--- config.mk ---
export PLATFORM = sky130hd
export DESIGN_NAME = scalar_rs
export DESIGN_NICKNAME = d
export VERILOG_FILES = /design/src/rtl/scalar_rs_pkg.sv /design/src/rtl/rs_first_set.sv /design/src/rtl/scalar_rs.sv
export SDC_FILE = /design/constraint.sdc
export NUM_CORES = 2
export LEC_CHECK = 0
export BUFFER_PORTS_ARGS = -buffer_cell sky130_fd_sc_hd__buf_4
export CAP_MARGIN = 20
export CORE_UTILIZATION = 45
export DETAILED_ROUTE_END_ITERATION = 10
export PLACE_DENSITY = 0.74
export SYNTH_ARGS = -nofsm -noshare
export SYNTH_HDL_FRONTEND = slang
export SYNTH_SLANG_ARGS = --single-unit
--- constraint.sdc ---
create_clock -name clk_in -period 2.43 [get_ports clk_in]
set_input_delay 0.486 -clock clk_in [delete_from_list [all_inputs] [get_ports clk_in]]
set_output_delay 0.486 -clock clk_in [all_outputs]
set_load 0.02 [all_outputs]
--- src/rtl/scalar_rs_pkg.sv ---
// Shared widths, entry layout and the operand snoop helper for the scalar reservation station.
package scalar_rs_pkg;

  localparam int unsigned RsTypeBit   = 5;
  localparam int unsigned RobWidthBit = 4;
  localparam int unsigned RsSizeBit   = 3;
  localparam int unsigned RsSize      = 1 << RsSizeBit;

  typedef logic [RobWidthBit-1:0] rob_id_t;

  // One result broadcast bus (ALU or LSB).
  typedef struct packed {
    logic        rdy;
    rob_id_t     rob_id;
    logic [31:0] value;
  } bcast_t;

  // Operand: h=1 means still waiting on producer tag q.
  typedef struct packed {
    logic        h;
    rob_id_t     q;
    logic [31:0] v;
  } opnd_t;

  typedef struct packed {
    logic                 busy;
    logic [RsTypeBit-1:0] work_type;
    rob_id_t              rob_id;
    opnd_t                j;
    opnd_t                k;
  } entry_t;

  // Capture a pending operand from either broadcast; ALU wins if both carry the tag.
  function automatic opnd_t snoop(opnd_t o, bcast_t alu, bcast_t lsb);
    opnd_t r;
    r = o;
    if (o.h) begin
      if (alu.rdy && (alu.rob_id == o.q)) begin
        r.v = alu.value;
        r.h = 1'b0;
      end else if (lsb.rdy && (lsb.rob_id == o.q)) begin
        r.v = lsb.value;
        r.h = 1'b0;
      end
    end
    return r;
  endfunction

endpackage

--- src/rtl/rs_first_set.sv ---
// Lowest-set-bit priority encoder: index of the first 1 and an any-set flag.
module rs_first_set #(
  parameter int unsigned WIDTH = 8
) (
  input  logic [WIDTH-1:0]         vec_i,
  output logic [$clog2(WIDTH)-1:0] idx_o,
  output logic                     any_o
);

  // Scan from the top down so the lowest set bit is the last to win.
  always_comb begin
    idx_o = '0;
    for (int i = WIDTH - 1; i >= 0; i--) begin
      if (vec_i[i]) idx_o = ($clog2(WIDTH))'(i);
    end
    any_o = |vec_i;
  end

endmodule

--- src/rtl/scalar_rs.sv ---
// Reservation station for scalar_alu: holds ops until both operands arrive, issues one per cycle.
module scalar_rs
  import scalar_rs_pkg::*;
(
  input  logic                   clk_in,
  input  logic                   rst_in,
  input  logic                   rdy_in,
  input  logic                   flush,
  input  logic                   inst_valid,
  input  logic [RsTypeBit-1:0]   inst_type,
  input  logic [RobWidthBit-1:0] inst_rob_id,
  input  logic [31:0]            inst_vj,
  input  logic [31:0]            inst_vk,
  input  logic                   inst_hj,
  input  logic                   inst_hk,
  input  logic [RobWidthBit-1:0] inst_qj,
  input  logic [RobWidthBit-1:0] inst_qk,
  input  logic                   alu_rdy,
  input  logic [RobWidthBit-1:0] alu_rob_id,
  input  logic [31:0]            alu_value,
  input  logic                   lsb_rdy,
  input  logic [RobWidthBit-1:0] lsb_rob_id,
  input  logic [31:0]            lsb_value,
  output logic                   full,
  output logic                   exe_valid,
  output logic [RsTypeBit-1:0]   exe_type,
  output logic [31:0]            exe_r1,
  output logic [31:0]            exe_r2,
  output logic [RobWidthBit-1:0] exe_rob_id
);

  entry_t entry_q [RsSize];
  entry_t entry_d [RsSize];

  logic                   exe_valid_q, exe_valid_d;
  logic [RsTypeBit-1:0]   exe_type_q, exe_type_d;
  logic [31:0]            exe_r1_q, exe_r1_d;
  logic [31:0]            exe_r2_q, exe_r2_d;
  logic [RobWidthBit-1:0] exe_rob_id_q, exe_rob_id_d;

  logic [RsSize-1:0]    busy, ready;
  logic [RsSizeBit-1:0] alloc_idx, sel_idx;
  logic                 alloc_any, sel_any;

  bcast_t alu_b, lsb_b;
  opnd_t  ins_j, ins_k;

  assign alu_b = '{rdy: alu_rdy, rob_id: alu_rob_id, value: alu_value};
  assign lsb_b = '{rdy: lsb_rdy, rob_id: lsb_rob_id, value: lsb_value};
  assign ins_j = '{h: inst_hj, q: inst_qj, v: inst_vj};
  assign ins_k = '{h: inst_hk, q: inst_qk, v: inst_vk};

  // Occupancy and ready masks from registered state only (no wakeup bypass into select).
  always_comb begin
    busy  = '0;
    ready = '0;
    for (int i = 0; i < RsSize; i++) begin
      busy[i]  = entry_q[i].busy;
      ready[i] = entry_q[i].busy && !entry_q[i].j.h && !entry_q[i].k.h;
    end
  end

  assign full = &busy;

  rs_first_set #(.WIDTH(RsSize)) u_alloc (
    .vec_i (~busy),
    .idx_o (alloc_idx),
    .any_o (alloc_any)
  );

  rs_first_set #(.WIDTH(RsSize)) u_select (
    .vec_i (ready),
    .idx_o (sel_idx),
    .any_o (sel_any)
  );

  // Next state: freeze when !rdy_in, else flush, else wakeup + issue + insert.
  always_comb begin
    entry_t new_e;
    entry_d      = entry_q;
    exe_valid_d  = exe_valid_q;
    exe_type_d   = exe_type_q;
    exe_r1_d     = exe_r1_q;
    exe_r2_d     = exe_r2_q;
    exe_rob_id_d = exe_rob_id_q;

    new_e           = '0;
    new_e.busy      = 1'b1;
    new_e.work_type = inst_type;
    new_e.rob_id    = inst_rob_id;
    new_e.j         = snoop(ins_j, alu_b, lsb_b);
    new_e.k         = snoop(ins_k, alu_b, lsb_b);

    if (rdy_in) begin
      if (flush) begin
        for (int i = 0; i < RsSize; i++) entry_d[i].busy = 1'b0;
        exe_valid_d = 1'b0;
      end else begin
        for (int i = 0; i < RsSize; i++) begin
          if (entry_q[i].busy) begin
            entry_d[i].j = snoop(entry_q[i].j, alu_b, lsb_b);
            entry_d[i].k = snoop(entry_q[i].k, alu_b, lsb_b);
          end
        end
        if (sel_any) begin
          exe_valid_d             = 1'b1;
          exe_type_d              = entry_q[sel_idx].work_type;
          exe_r1_d                = entry_q[sel_idx].j.v;
          exe_r2_d                = entry_q[sel_idx].k.v;
          exe_rob_id_d            = entry_q[sel_idx].rob_id;
          entry_d[sel_idx].busy   = 1'b0;
        end else begin
          exe_valid_d = 1'b0;
        end
        // alloc_any is low exactly when full, so an insert while full is dropped.
        if (inst_valid && alloc_any) entry_d[alloc_idx] = new_e;
      end
    end
  end

  // State registers with synchronous active-high reset.
  always_ff @(posedge clk_in) begin
    if (rst_in) begin
      for (int i = 0; i < RsSize; i++) entry_q[i] <= '0;
      exe_valid_q  <= 1'b0;
      exe_type_q   <= '0;
      exe_r1_q     <= '0;
      exe_r2_q     <= '0;
      exe_rob_id_q <= '0;
    end else begin
      entry_q      <= entry_d;
      exe_valid_q  <= exe_valid_d;
      exe_type_q   <= exe_type_d;
      exe_r1_q     <= exe_r1_d;
      exe_r2_q     <= exe_r2_d;
      exe_rob_id_q <= exe_rob_id_d;
    end
  end

  assign exe_valid  = exe_valid_q;
  assign exe_type   = exe_type_q;
  assign exe_r1     = exe_r1_q;
  assign exe_r2     = exe_r2_q;
  assign exe_rob_id = exe_rob_id_q;

endmodule

; Word level (Yosys, flattened, before mapping)
; Index checks and enable logic that the tools add are counted.
[word_totals]
inputBits = 162
output_inout_bits = 75
ramBits = 0
mem_count = 0
latch_bits = 0
romBits = 0
elab_cells = 368
register_bits = 746
[op_classes]
n_addsub = 0
n_bitwise = 4
muxes = 171
eq_ne = 36
n_shift = 0
n_lt_le_gt_ge = 4
multipliers = 0
reduce_logical = 76
div = 0
[ops]
columns = cell, n
row1 = $mux 672, 4
row2 = $mux 74, 24
row3 = $mux 32, 54
row4 = $bwmux 672, 2
row5 = $demux 84 s3, 2
row6 = $bmux 84 s3, 1
row7 = $mux 84, 2
row8 = $mux 83, 2
row9 = $eq 4x4->1, 36
row10 = $mux 1, 64
row11 = $logic_and 1x1->1, 55
row12 = $mux 3, 16
row13 = $logic_not 1->1, 16
row14 = $reduce_or 8->1, 2
row15 = $ge 4x4->1 const B, 2
row16 = $lt 4x1->1 const B, 2
row17 = $not 3->4, 2
row18 = $not 8->8, 1
row19 = $reduce_and 8->1, 1
row20 = $reduce_and 3->1, 1
row21 = $reduce_and 2->1, 1
row22 = $not 1->1, 1

; Depth between registers and ports, before layout
[depth]
word_depth = 23
depth_mapped = 10
mapped_depth_nobuf = 6

; Hierarchy
; Synthesis repeated with hierarchy kept, for this count alone.
[hier_totals]
cells_unflattened = 5057
area_unflattened_um2 = 43714.4
[modules_own_cells]
columns = module, seq_area_each_um2, cells_per_inst, area_per_inst_um2, n_inst
row1 = scalar_rs, 14934.3, 5031, 43551.8, 1
row2 = rs_first_set, 0.0, 13, 81.3, 2

; Worst setup path before layout
; Ideal clock, no wire load.
[synth_path]
kind = input -> register
from = in lsb_rob_id[1]
to = reg entry_q[58] (netlist bit)
required_time_ps = 2264
path_buffers = 4
setup_time_ps = 166
setup_slack_ps = -117
arrival_ps = 2381
cell_stages = 10
path_cell_list = buf_2 -> buf_2 -> xnor2_1 -> nand2_1 -> or2_2 -> a21oi_1 -> buf_2 -> buf_1 -> a31o_2 -> a221oi_1
[synth_between]
elab_chain_cells = 14
elab_cells_between_ends = 19
classes_between = eq/ne: 2 / mux: 15 / reduce/logical: 2
[synth_lines]
columns = element, line_no
row1 = from (decl), scalar_rs.sv:22  ; input logic [RobWidthBit-1:0] lsb_rob_id,
row2 = $eq 4x4->1, scalar_rs_pkg.sv:41  ; end else if (lsb.rdy && (lsb.rob_id == o.q)) begin
row3 = $logic_and 1x1->1, scalar_rs_pkg.sv:41
row4 = $mux 32, scalar_rs_pkg.sv:41
row5 = $mux 32, scalar_rs_pkg.sv:38  ; if (alu.rdy && (alu.rob_id == o.q)) begin
row6 = $mux 32, scalar_rs_pkg.sv:37  ; if (o.h) begin
row7 = $mux 74, scalar_rs.sv:100  ; if (entry_q[i].busy) begin
row8 = $mux 74, scalar_rs.sv:95  ; if (flush) begin
row9 = $mux 74, scalar_rs.sv:94  ; if (rdy_in) begin
row10 = $bwmux 672, scalar_rs.sv:111  ; entry_d[sel_idx].busy = 1'b0;
row11 = $mux 672, scalar_rs.sv:105  ; if (sel_any) begin
row12 = $mux 672, scalar_rs.sv:95
row13 = $mux 672, scalar_rs.sv:94
row14 = $bwmux 672, scalar_rs.sv:116  ; if (inst_valid && alloc_any) entry_d[alloc_idx] = new_e;
row15 = $mux 672 *, scalar_rs.sv:116
row16 = to (signal assigned), scalar_rs.sv:131  ; entry_q <= entry_d;
row17 = to (decl), scalar_rs.sv:32  ; entry_t entry_q [RsSize];
; Every way passes the cells marked *; elsewhere a longest branch is shown, timed or not. The select of a mux whose other input is x is not followed.
; A chain may end at the register's enable or synchronous reset.

; Final worst setup path
[layout_path]
from = reg entry_q[288] (netlist bit)
to = reg exe_r2_q[24], in the netlist exe_r2[24]
[layout_between]
elab_chain_cells = 11
elab_cells_between_ends = 13
classes_between = mux: 8 / bitwise: 1 / reduce/logical: 4
[layout_lines]
columns = element, line_no
row1 = $logic_not 1->1 *, scalar_rs.sv:59  ; ready[i] = entry_q[i].busy && !entry_q[i].j.h && !entry_q[i].k.h;
row2 = $logic_and 1x1->1 *, scalar_rs.sv:59
row3 = $mux 3 (5 in a row), rs_first_set.sv:14  ; if (vec_i[i]) idx_o = ($clog2(WIDTH))'(i);
row4 = $not 3->4 (not written as such), scalar_rs.sv:109  ; exe_r2_d = entry_q[sel_idx].k.v;
row5 = $bmux 84 s3, scalar_rs.sv:109
row6 = $mux 83 (2 in a row), -
row7 = to (signal assigned), scalar_rs.sv:135  ; exe_r2_q <= exe_r2_d;
row8 = to (decl), scalar_rs.sv:38  ; logic [31:0] exe_r2_q, exe_r2_d;
; Marked as above.

==> impl_metrics.csv <==
group,metric,value,unit
run_status,outcome,"finished with violations",
run_status,violations,"setup timing",
worst_setup_path,crit_slowest_cell,"or3b_4",
timing,period_needed,2530,ps
worst_setup_path,end_kind,"register",
placed_design,hpwl,130000,um
route,drt_iter0_drc,8607,
synthesis,synthSimpleGateAreaFrac,0.207,
synthesis,synth_edf_count,0,
pwr,power_density,530,mW/mm^2
cells_and_area,fin_util,0.582,
cts,cts_made_buffers,83,
synthesis,ys_types,69,
timing,fin_ws,-105,ps
synthesis,synth_top_family_by_area,"compound AO/OA/AOI/OAI gates",
min_path,hold_path_startpoint,"inst_type[2]",
global_route,grt_pass1_wl,291000,um
floorplanning,start_util,0.456,
placed_design,io_buffers,236,
cts,clockRootBuffer,"clkbuf_16",
synthesis,ys_ff_latch,746,
global_route,track_usage,0.401,
route,ant_nets,0,
cts,clkTransAtPathRegs,60,ps
route,drt_pre_antenna_iters,9,
timing,skew,26.5,ps
synthesis,syn-num-nets,5685,
synthesis,ys_seq_area_frac,0.349,
cts,cts_tree,"yes",
synthesis,synth_fa_ha_area_frac,0,
cells_and_area,fin_nets,5966,
floorplanning,die_area,0.0962,sq mm
worst_setup_path,worstPathArrival,3080,ps
route,drt_wl_total,202000,um
cells_and_area,area_delta_synth_final,27.8,%
global_route,gr-total-overflow,0,
worst_setup_path,ff2ff_setup_slack,-100,ps
route,route.detailed.drc,0,
timing,drv_slew,0,
route,avgRoutedWirePerCell,28.4,um
synthesis,async_reset_ff_frac,0,
min_path,hold_end,"entry_q[80]",
global_route,grt_antenna_before_repair,6,
route,viasPerCell,6.88,
worst_setup_path,r2r-end,"exe_r2[24]",
timing,whs,130,ps
timing,hold_violations,0,
timing,report.final.setup_viol,50,
placed_design,dpl-instance-area,0.0503,sq mm
cells_and_area,drive_above_1_share,0.233,
cts,htreeDepth,3,
floorplanning,dieWidth,310,um
pwr,p_total,28.9,mW
global_route,first_global_vias,46000,
cts,clk-insertion-delay-late,670,ps
floorplanning,rows,112,
worst_setup_path,crit_path_frequent_cell,"buf_12",
pwr,max-vdd-ir-drop,465,uV
worst_setup_path,crit_chain,"or3b_4, o211a_4, buf_6, a21oi_4, buf_12, buf_12, buf_12, buf_12, mux2i_4, o22ai_2, o31a_1",
min_path,hold_path_class,"input port to register",
worst_setup_path,cp-start-kind,"register",
run,drv_cap,0,
timing,slew_headroom,0.335,
worst_setup_path,path_class,"register to register",
synthesis,synthCells,5523,
synthesis,muxShareOfSynthArea,0.0388,
synthesis,synth.cell_area,0.0427,sq mm
timing,rsz0062_at_grt,"true",
pwr,p_leak,20.0,nW
worst_setup_path,r2r_start,"entry_q[288]",
floorplanning,die_h,310,um
synthesis,yosys_warnings,0,
global_route,grt_start_max_net_pins,73,
worst_setup_path,cp.required,2980,ps
placed_design,place_congestion,1.02,
floorplanning,coreArea,0.0937,sq mm
timing,fmax,395,MHz
min_path,worstHoldPathCells,3,
synthesis,avgSynthCellArea,7.74,sq um
cts,numClockSinks,746,
synthesis,ys.flop_type,"dfxtp_1",
cts,hold_buffers,0,
cts,clk_path_buf_depth,3,
synthesis,synth-compound-area-share,0.289,
synthesis,synth_xor_area_frac,0.0295,
worst_setup_path,path_max_fanout,5,
route,vias,49000,
cells_and_area,final_area,0.0546,sq mm
timing,finalCritPeriodShare,1.04,
timing,worst_pin_slew,997,ps
worst_setup_path,max_stage_delay,400,ps
worst_setup_path,r2r_cells,11,
floorplanning,ios,237,
-- cell usage after synthesis, types with 30 or more instances --
| cell | n | area share |
|---|---|---|
| nand3_1 | 57 | 0.0067 |
| buf_2 | 121 | 0.014 |
| a221oi_1 | 238 | 0.049 |
| a211oi_1 | 141 | 0.025 |
| nor2b_1 | 51 | 0.0075 |
| buf_4 | 30 | 0.0053 |
| and2_1 | 54 | 0.0079 |
| dfxtp_1 | 746 | 0.35 |
| o31a_1 | 54 | 0.011 |
| mux2i_1 | 161 | 0.038 |
| nor3_1 | 351 | 0.041 |
| a21oi_1 | 186 | 0.022 |
| o22ai_1 | 109 | 0.016 |
| a222oi_1 | 32 | 0.0075 |
| xnor2_1 | 91 | 0.019 |
| o221ai_1 | 31 | 0.0064 |
| nand2_1 | 1051 | 0.092 |
| xor2_1 | 53 | 0.011 |
| nor2_1 | 188 | 0.017 |
| a31o_2 | 202 | 0.041 |
| clkbuf_1 | 466 | 0.041 |
| a2111oi_0 | 269 | 0.055 |
| inv_1 | 236 | 0.021 |
| a22oi_1 | 109 | 0.019 |
| buf_1 | 53 | 0.0047 |
| and3_1 | 149 | 0.022 |
| nand2b_1 | 31 | 0.0045 |
| o21bai_1 | 41 | 0.0072 |
-- metal layers --
metal  GRT usage  part of all wire  wire, um
met2       0.578              0.41     81900
met5           0           0.00047        95
met1       0.505              0.35     71800
met4       0.288             0.084     17100
met3       0.123              0.16     31400
-- worst max-delay path, delay by kind of cell, from the launching register on --
| family | cells | cell delay (ps) |
|---|---|---|
| simple gates | 1 | 400 |
| mux | 1 | 240 |
| flops | 1 | 330 |
| buf+inv | 5 | 690 |
| compound gates | 4 | 740 |
-- cells by family after synthesis --
group	count (synthesis)
simple gates	1978
compound gates	1580
buf+inv	910
flops	746
mux	165
xor+xnor	144
-- worst max-delay path by stage --
stage / from / end / slack [ps]
6_report: entry_q[288] / exe_r2[24] / -100
5_1_grt: entry_q[288] / exe_r2[15] / -130
4_1_cts: entry_q[288] / exe_r2[18] / -100
3_5_place_dp: inst_qj[1] / entry_q[644] / -800
3_3_place_gp: inst_qj[1] / entry_q[643] / -700
2_1_floorplan: inst_qj[1] / entry_q[458] / -40
-- stage by stage --
stage | std cells | setup TNS [ps] | setup slack [ps]
5_1_grt | 7122 | -4440 | -135
4_1_cts | 7095 | -1710 | -96.4
3_3_place_gp | 6911 | -183200 | -699
6_report | 7126 | -1970 | -105
3_5_place_dp | 6912 | -211290 | -804
2_1_floorplan | 5523 | -108 | -39.1
-- cell usage in the layout (no fill, tap or decap), types with 91 or more instances in the layout --
cell	instances
buf_4	636
a22oi_1	108
nand2_1	1050
mux2i_1	131
nor2_1	176
a21oi_1	178
o22ai_1	94
and3_1	149
dfxtp_1	743
clkbuf_16	91
a211oi_1	140
a31o_2	202
nor3_1	343
buf_12	191
a2111oi_0	246
inv_1	236
a221oi_1	235
-- what timing repair did --
action | in CTS | in global routing
gates resized for setup | 31 | 135
buffers inserted | 26 | 21
pin swaps | 20 | 47
hold endpoints to repair | 0 | 0
endpoints found under the setup margin | 94 | 283
gates cloned | 8 | 10
-- state kept, by name, indices dropped and copies added, names as in the netlist --
signal and cells:
busy 8, entry_q 664, exe_r1 32, exe_r2 32, exe_rob_id 4, exe_type 5, exe_valid 1
-- power by group --
group	leakage, nW	internal [mW]	total (mW)	switching, mW
registers	6.02	12.3	12.4	0.0762
logic	12.7	1.26	3.30	2.04
clock network	1.34	7.63	13.2	5.59
total	20.0	21.2	28.9	7.71
-- final cells by class --
class / instances / area (sq um)
Fill cell: 8095 / 39200
Multi-Input combinational cell: 3868 / 25000
Sequential cell: 746 / 14900
Antenna cell: 4 / 10.0
Clock buffer: 124 / 2410
Timing Repair Buffer: 867 / 9380
Tap cell: 1254 / 1570
Clock inverter: 25 / 352
Inverter: 238 / 893
(Power assumes the default switching activity.)
